$ cat config.mk
export PLATFORM = sky130hd
export DESIGN_NAME = aq_fcnvt_narrow_dnml_sh_flat
export DESIGN_NICKNAME = d
export VERILOG_FILES = /design/src/rtl/aq_fcnvt_narrow_dnml_sh_if.sv /design/src/rtl/aq_fcnvt_narrow_dnml_sh.sv /design/src/flat_wrapper.sv
export SDC_FILE = /design/constraint.sdc
export NUM_CORES = 1
export LEC_CHECK = 0
export BUFFER_PORTS_ARGS = -buffer_cell sky130_fd_sc_hd__buf_2
export CAP_MARGIN = 20
export CORE_MARGIN = 5
export CORE_UTILIZATION = 55
export DETAILED_ROUTE_END_ITERATION = 10
export PLACE_DENSITY_LB_ADDON = 0.15
export SKIP_CTS_REPAIR_TIMING = 1
export SYNTH_ARGS = -nofsm -noshare
export SYNTH_HDL_FRONTEND = slang
export SYNTH_SLANG_ARGS = --single-unit
$ cat constraint.sdc
create_clock -name forever_cpuclk -period 5.2 [get_ports forever_cpuclk]
set_clock_uncertainty 0.1 [all_clocks]
set_input_delay 0.52 -clock forever_cpuclk [delete_from_list [all_inputs] [get_ports forever_cpuclk]]
set_output_delay 0.52 -clock forever_cpuclk [all_outputs]
set_load 0.005 [all_outputs]
$ cat src/rtl/aq_fcnvt_narrow_dnml_sh_if.sv
// Operation/result bundle for the narrowing-convert denormal alignment shifter.
// The master drives operations and accepts results; the slave is the shifter.
interface aq_fcnvt_narrow_dnml_sh_if #(
  parameter int TAG_W = 4,
  parameter int DST_W = 23
);
  logic             src_vld;
  logic             src_rdy;
  logic [1:0]       src_mode;
  logic [10:0]      src_exp;
  logic [51:0]      src_frac;
  logic [TAG_W-1:0] src_tag;
  logic             dst_vld;
  logic             dst_rdy;
  logic [DST_W-1:0] dst_frac;
  logic             dst_grd;
  logic             dst_stk;
  logic             dst_not_dnml;
  logic [TAG_W-1:0] dst_tag;

  modport master (
    output src_vld, src_mode, src_exp, src_frac, src_tag, dst_rdy,
    input  src_rdy, dst_vld, dst_frac, dst_grd, dst_stk, dst_not_dnml, dst_tag
  );

  modport slave (
    input  src_vld, src_mode, src_exp, src_frac, src_tag, dst_rdy,
    output src_rdy, dst_vld, dst_frac, dst_grd, dst_stk, dst_not_dnml, dst_tag
  );
endinterface

$ cat src/rtl/aq_fcnvt_narrow_dnml_sh.sv
// Two-stage denormal alignment shifter for D->S, D->H and S->H conversions.
// Stage 1 computes the clamped shift; stage 2 shifts and produces guard/sticky.
module aq_fcnvt_narrow_dnml_sh #(
  parameter int TAG_W = 4,
  parameter int DST_W = 23
) (
  input  logic                          forever_cpuclk,
  input  logic                          cpurst,
  input  logic                          pipe_flush,
  aq_fcnvt_narrow_dnml_sh_if.slave      bus
);

  logic [11:0]      emin_s;
  logic [11:0]      exp_ext_s;
  logic [11:0]      sh_s;
  logic [4:0]       clamp_s;
  logic [4:0]       sh_clamp_s;
  logic [52:0]      sig_s;
  logic             mode_ok_s;
  logic             not_dnml_s;
  logic             s2_can_load_s;
  logic             src_rdy_s;

  logic             s1_vld_r;
  logic [1:0]       s1_mode_r;
  logic [4:0]       s1_sh_r;
  logic             s1_not_dnml_r;
  logic [52:0]      s1_sig_r;
  logic [TAG_W-1:0] s1_tag_r;

  logic [4:0]       sh_amt_s;
  logic [77:0]      aligned_s;
  logic [DST_W-1:0] frac_s;
  logic             grd_s;
  logic             stk_s;

  logic             dst_vld_r;
  logic [DST_W-1:0] dst_frac_r;
  logic             dst_grd_r;
  logic             dst_stk_r;
  logic             dst_not_dnml_r;
  logic [TAG_W-1:0] dst_tag_r;

  assign s2_can_load_s = !dst_vld_r || bus.dst_rdy;
  assign src_rdy_s     = !s1_vld_r || s2_can_load_s;

  // Stage 1: per-format minimum exponent, shift distance and clamp.
  always_comb begin
    emin_s    = 12'd0;
    clamp_s   = 5'd0;
    mode_ok_s = 1'b1;
    exp_ext_s = {1'b0, bus.src_exp};
    sig_s     = {1'b1, bus.src_frac};
    case (bus.src_mode)
      2'b00: begin
        emin_s  = 12'd897;
        clamp_s = 5'd26;
      end
      2'b01: begin
        emin_s  = 12'd1009;
        clamp_s = 5'd13;
      end
      2'b10: begin
        emin_s    = 12'd113;
        clamp_s   = 5'd13;
        exp_ext_s = {4'd0, bus.src_exp[7:0]};
        sig_s     = {1'b1, bus.src_frac[51:29], 29'd0};
      end
      default: begin
        mode_ok_s = 1'b0;
      end
    endcase
    sh_s       = emin_s - exp_ext_s;
    not_dnml_s = !mode_ok_s || sh_s[11] || (sh_s == 12'd0);
    if (not_dnml_s) begin
      sh_clamp_s = 5'd0;
    end else if (sh_s > {7'd0, clamp_s}) begin
      sh_clamp_s = clamp_s;
    end else begin
      sh_clamp_s = sh_s[4:0];
    end
  end

  // Stage 1 register: accepts a new op whenever the stage can move on.
  always_ff @(posedge forever_cpuclk or posedge cpurst) begin
    if (cpurst) begin
      s1_vld_r      <= 1'b0;
      s1_mode_r     <= 2'b00;
      s1_sh_r       <= 5'd0;
      s1_not_dnml_r <= 1'b0;
      s1_sig_r      <= 53'd0;
      s1_tag_r      <= '0;
    end else if (pipe_flush) begin
      s1_vld_r <= 1'b0;
    end else if (src_rdy_s) begin
      s1_vld_r <= bus.src_vld;
      if (bus.src_vld) begin
        s1_mode_r     <= bus.src_mode;
        s1_sh_r       <= sh_clamp_s;
        s1_not_dnml_r <= not_dnml_s;
        s1_sig_r      <= sig_s;
        s1_tag_r      <= bus.src_tag;
      end
    end
  end

  // Stage 2: the hidden one lands at aligned_s[77] (weight 2^-1) when sh=1.
  always_comb begin
    sh_amt_s  = s1_sh_r - 5'd1;
    aligned_s = {s1_sig_r, 25'd0} >> sh_amt_s;
    frac_s    = '0;
    grd_s     = 1'b0;
    stk_s     = 1'b0;
    if (s1_not_dnml_r) begin
      frac_s = '0;
    end else begin
      case (s1_mode_r)
        2'b00: begin
          frac_s = aligned_s[77:55];
          grd_s  = aligned_s[54];
          stk_s  = |aligned_s[53:0];
        end
        2'b01, 2'b10: begin
          frac_s = {{(DST_W-10){1'b0}}, aligned_s[77:68]};
          grd_s  = aligned_s[67];
          stk_s  = |aligned_s[66:0];
        end
        default: begin
          frac_s = '0;
        end
      endcase
    end
  end

  // Stage 2 register: output holds while a result waits for dst_rdy.
  always_ff @(posedge forever_cpuclk or posedge cpurst) begin
    if (cpurst) begin
      dst_vld_r      <= 1'b0;
      dst_frac_r     <= '0;
      dst_grd_r      <= 1'b0;
      dst_stk_r      <= 1'b0;
      dst_not_dnml_r <= 1'b0;
      dst_tag_r      <= '0;
    end else if (pipe_flush) begin
      dst_vld_r <= 1'b0;
    end else if (s2_can_load_s) begin
      dst_vld_r <= s1_vld_r;
      if (s1_vld_r) begin
        dst_frac_r     <= frac_s;
        dst_grd_r      <= grd_s;
        dst_stk_r      <= stk_s;
        dst_not_dnml_r <= s1_not_dnml_r;
        dst_tag_r      <= s1_tag_r;
      end
    end
  end

  assign bus.src_rdy      = src_rdy_s;
  assign bus.dst_vld      = dst_vld_r;
  assign bus.dst_frac     = dst_frac_r;
  assign bus.dst_grd      = dst_grd_r;
  assign bus.dst_stk      = dst_stk_r;
  assign bus.dst_not_dnml = dst_not_dnml_r;
  assign bus.dst_tag      = dst_tag_r;

endmodule

$ cat src/flat_wrapper.sv
// flat-port wrapper written by rule: the top's interface ports become plain ports
module aq_fcnvt_narrow_dnml_sh_flat 
#(
  parameter int TAG_W = 4,
  parameter int DST_W = 23
)
  (forever_cpuclk, cpurst, pipe_flush, bus_src_vld, bus_src_mode, bus_src_exp, bus_src_frac, bus_src_tag, bus_dst_rdy, bus_src_rdy, bus_dst_vld, bus_dst_frac, bus_dst_grd, bus_dst_stk, bus_dst_not_dnml, bus_dst_tag);
  aq_fcnvt_narrow_dnml_sh_if #(.TAG_W(TAG_W), .DST_W(DST_W)) bus_i ();
  input  logic forever_cpuclk;
  input  logic cpurst;
  input  logic pipe_flush;
  input wire logic [$bits(bus_i.src_vld)-1:0] bus_src_vld;
  input wire logic [$bits(bus_i.src_mode)-1:0] bus_src_mode;
  input wire logic [$bits(bus_i.src_exp)-1:0] bus_src_exp;
  input wire logic [$bits(bus_i.src_frac)-1:0] bus_src_frac;
  input wire logic [$bits(bus_i.src_tag)-1:0] bus_src_tag;
  input wire logic [$bits(bus_i.dst_rdy)-1:0] bus_dst_rdy;
  output wire logic [$bits(bus_i.src_rdy)-1:0] bus_src_rdy;
  output wire logic [$bits(bus_i.dst_vld)-1:0] bus_dst_vld;
  output wire logic [$bits(bus_i.dst_frac)-1:0] bus_dst_frac;
  output wire logic [$bits(bus_i.dst_grd)-1:0] bus_dst_grd;
  output wire logic [$bits(bus_i.dst_stk)-1:0] bus_dst_stk;
  output wire logic [$bits(bus_i.dst_not_dnml)-1:0] bus_dst_not_dnml;
  output wire logic [$bits(bus_i.dst_tag)-1:0] bus_dst_tag;
  assign bus_i.src_vld = bus_src_vld;
  assign bus_i.src_mode = bus_src_mode;
  assign bus_i.src_exp = bus_src_exp;
  assign bus_i.src_frac = bus_src_frac;
  assign bus_i.src_tag = bus_src_tag;
  assign bus_i.dst_rdy = bus_dst_rdy;
  assign bus_src_rdy = bus_i.src_rdy;
  assign bus_dst_vld = bus_i.dst_vld;
  assign bus_dst_frac = bus_i.dst_frac;
  assign bus_dst_grd = bus_i.dst_grd;
  assign bus_dst_stk = bus_i.dst_stk;
  assign bus_dst_not_dnml = bus_i.dst_not_dnml;
  assign bus_dst_tag = bus_i.dst_tag;
  aq_fcnvt_narrow_dnml_sh #(.TAG_W(TAG_W), .DST_W(DST_W)) u_core (.forever_cpuclk(forever_cpuclk), .cpurst(cpurst), .pipe_flush(pipe_flush), .bus(bus_i));
endmodule
==> flow_metrics.env <==
export IMPL_run_status="finished clean"
export IMPL_clock_path_buffers=2
export IMPL_portBuffers=105
export IMPL_worstPathMaxFanout=30
export IMPL_syn_to_final_growth_pct=13.1
export IMPL_synth_main_ff_cell="dfrtp_1"
export IMPL_max_stage_delay_ps=690
export IMPL_gp_congestion=0.939
export IMPL_dr_wl_met2_um=8090
export IMPL_slew_viol_final=0
export IMPL_setup_tns_ps=0
export IMPL_h_tree_depth=3
export IMPL_drt_total_wl_um=17300
export IMPL_endpoint_kind="register"
export IMPL_crit_required_ps=5330
export IMPL_rsz0062_at_grt="false"
export IMPL_grt_use_total_pct=24.2
export IMPL_root_buffer="clkbuf_16"
export IMPL_grt_pass1_vias=5858
export IMPL_postSynthAreaPerCell_um2=9.42
export IMPL_route_top_layer_used="met4"
export IMPL_crit_slowest_cell="ha_2"
export IMPL_numClockSinks=97
export IMPL_synth_cell_types=63
export IMPL_die_w_um=121
export IMPL_tightest_slew_ps=895
export IMPL_p_leak_uw=0.00330
export IMPL_synth_edff_count=0
export IMPL_fin_util_pct=63.8
export IMPL_setup_violations=0
export IMPL_dpl_hpwl_um=12700
export IMPL_start_util_pct=56.5
export IMPL_yosys_warnings=0
export IMPL_wl_met1_um=7970
export IMPL_syn_inst=723
export IMPL_die_area_mm2=0.0147
export IMPL_layout_commonest_cell="buf_2"
export IMPL_cts_buffers=9
export IMPL_cp_start_kind="register"
export IMPL_path_cells="inv_1, ha_2, mux4_2, mux4_2, nor4_1, nand2_1, a2111oi_2, o221ai_1, a2bb2oi_1"
export IMPL_dr_wl_met3_um=964
export IMPL_diodes=0
export IMPL_synth_seq_area_share_pct=35.6
export IMPL_detail_route_antenna_nets=0
export IMPL_fillCellCount=1044
export IMPL_cts_clk_slew_worst_paths_ps=70
export IMPL_fmax_mhz=253
export IMPL_fin_crit_ps=3950
export IMPL_rows=40
export IMPL_worstSetupPathType="register to register"
export IMPL_coreArea_mm2=0.0121
export IMPL_crit_top_cell="mux4_2"
export IMPL_grt_antenna_before_repair=0
export IMPL_synth_area_mm2=0.00681
export IMPL_cts_tree="yes"
export IMPL_grt_overflow=0
export IMPL_maxCapViolCount=0
export IMPL_ios=106
export IMPL_period_share_pct=76.0
export IMPL_vias_per_cell=6.08
export IMPL_route_detailed_drc=0
export IMPL_hold_viol=0
export IMPL_maxSlewHeadroom_pct=39.7
export IMPL_synth_seq_cells=97
export IMPL_vias=5920
export IMPL_hold_path_class="input port to asynchronous set/reset pin"
export IMPL_synth_nets=817
export IMPL_nNetsFinal=895
export IMPL_layout_common_cells="buf_2 (105), dfrtp_1 (96), nand2_1 (93)"
export IMPL_clk_latency_ps=360
export IMPL_die_height_um=121
export IMPL_postSynth_asyncResetShare_pct=100
export IMPL_firstDrtPassIters=5
export IMPL_crit_arrival_ps=4080
export IMPL_wl_per_cell_um=17.8
export IMPL_drt_first_iter_violations=528
export IMPL_peakVddDrop_mv=0.242
export IMPL_drive_above_1_share_pct=25.6
export IMPL_power_density_mw_per_mm2=337
export IMPL_grt_pass1_wl_um=28800
export IMPL_grt_max_degree=98
==> registers in the layout, indices dropped and copies added (netlist names) <==
register	cells
u_core.bus.dst_tag	4
u_core.bus.dst_not_dnml	1
u_core.s1_tag_r	4
u_core.s1_vld_r	1
u_core.bus.dst_vld	1
u_core.s1_sh_r	5
u_core.bus.dst_frac	23
u_core.bus.dst_stk	1
u_core.s1_mode_r	2
u_core.bus.dst_grd	1
u_core.s1_sig_r	53
u_core.s1_not_dnml_r	1
==> logic make-up after synthesis <==
logic type | synth area share, %
adders and majority gates | 3.68
AOI/OAI and AO/OA | 16.8
and+or+nand+nor | 18.6
DFF | 35.6
buffers and inverters | 4.06
xor gates and xnor gates | 1.29
muxes | 19.9
==> critical path, delay by kind of cell (launching register included) <==
kind / cells / cell delay [ps]
compound gates: 3 / 710
mux: 2 / 1140
simple gates: 2 / 390
fa+ha+maj: 1 / 690
buf+inv: 1 / 400
flops: 1 / 400
==> worst paths after layout <==
path	end	start	slack, ps	cells past startpoint
min reg2reg	u_core.bus.dst_frac[21]	u_core.bus.dst_frac[21]	380	2
max reg2reg	u_core.bus.dst_stk	u_core.s1_sh_r[0]	1250	9
max in group asynchronous	u_core.s1_sh_r[0]	cpurst	3820	3
min	u_core.bus.dst_frac[2]	cpurst	140	2
max	u_core.bus.dst_stk	u_core.s1_sh_r[0]	1250	9
min in group forever_cpuclk	u_core.s1_vld_r	pipe_flush	250	2
==> report_power, final <==
part	internal (µW)	total (µW)	switching, µW
registers	839	939	100
clock network	334	649	315
logic	439	1010	567
==> layer usage <==
layer	up-vias	GRT usage (%)
met5	-	0
met4	0	8.75
met3	20	3.68
met2	172	37.8
met1	2896	34.3
li1	2832	-
==> synth_stat cells, drive strengths merged (8+ instances only) <==
master	number	share of area (%)
nand2	93	5.1
nor2b	12	1.1
a21oi	31	2.3
nand2b	35	3.2
nor4	14	1.3
dfrtp	97	36
buf	20	1.6
nor3	25	1.9
mux4	25	8.3
nand3	8	0.59
a211oi	8	0.88
mux2i	32	4.7
nor2	37	2.0
inv	18	0.99
clkbuf	26	1.4
mux2	42	6.9
o21ai	68	5.0
a22oi	11	1.2
ha	20	3.7
==> final cells by class <==
| cell class | instances | area [µm²] | area share (%) |
|---|---|---|---|
| clock buffer | 9 | 225 | 2.92 |
| tap | 168 | 210 | 2.73 |
| sequential | 97 | 2430 | 31.5 |
| clock inverter | 7 | 58.8 | 0.764 |
| timing repair buffer | 113 | 586 | 7.60 |
| multi-input combinational | 562 | 4120 | 53.5 |
| inverter | 18 | 70.1 | 0.910 |
==> per-stage QoR <==
stage / power [µW] / area, µm² / instances / worst slack [ps] / hold slack (ps)
finish: 2590 / 7700 / 974 / 1250 / 142
global route: 2750 / 7700 / 974 / 933 / 222
CTS: 2590 / 7700 / 974 / 1270 / 167
detailed placement: 1940 / 7420 / 958 / 1250 / 362
global placement: 1920 / 7420 / 958 / 1370 / 358
floorplan: 1680 / 6810 / 723 / 1440 / 366
(Power assumes the default switching activity.)
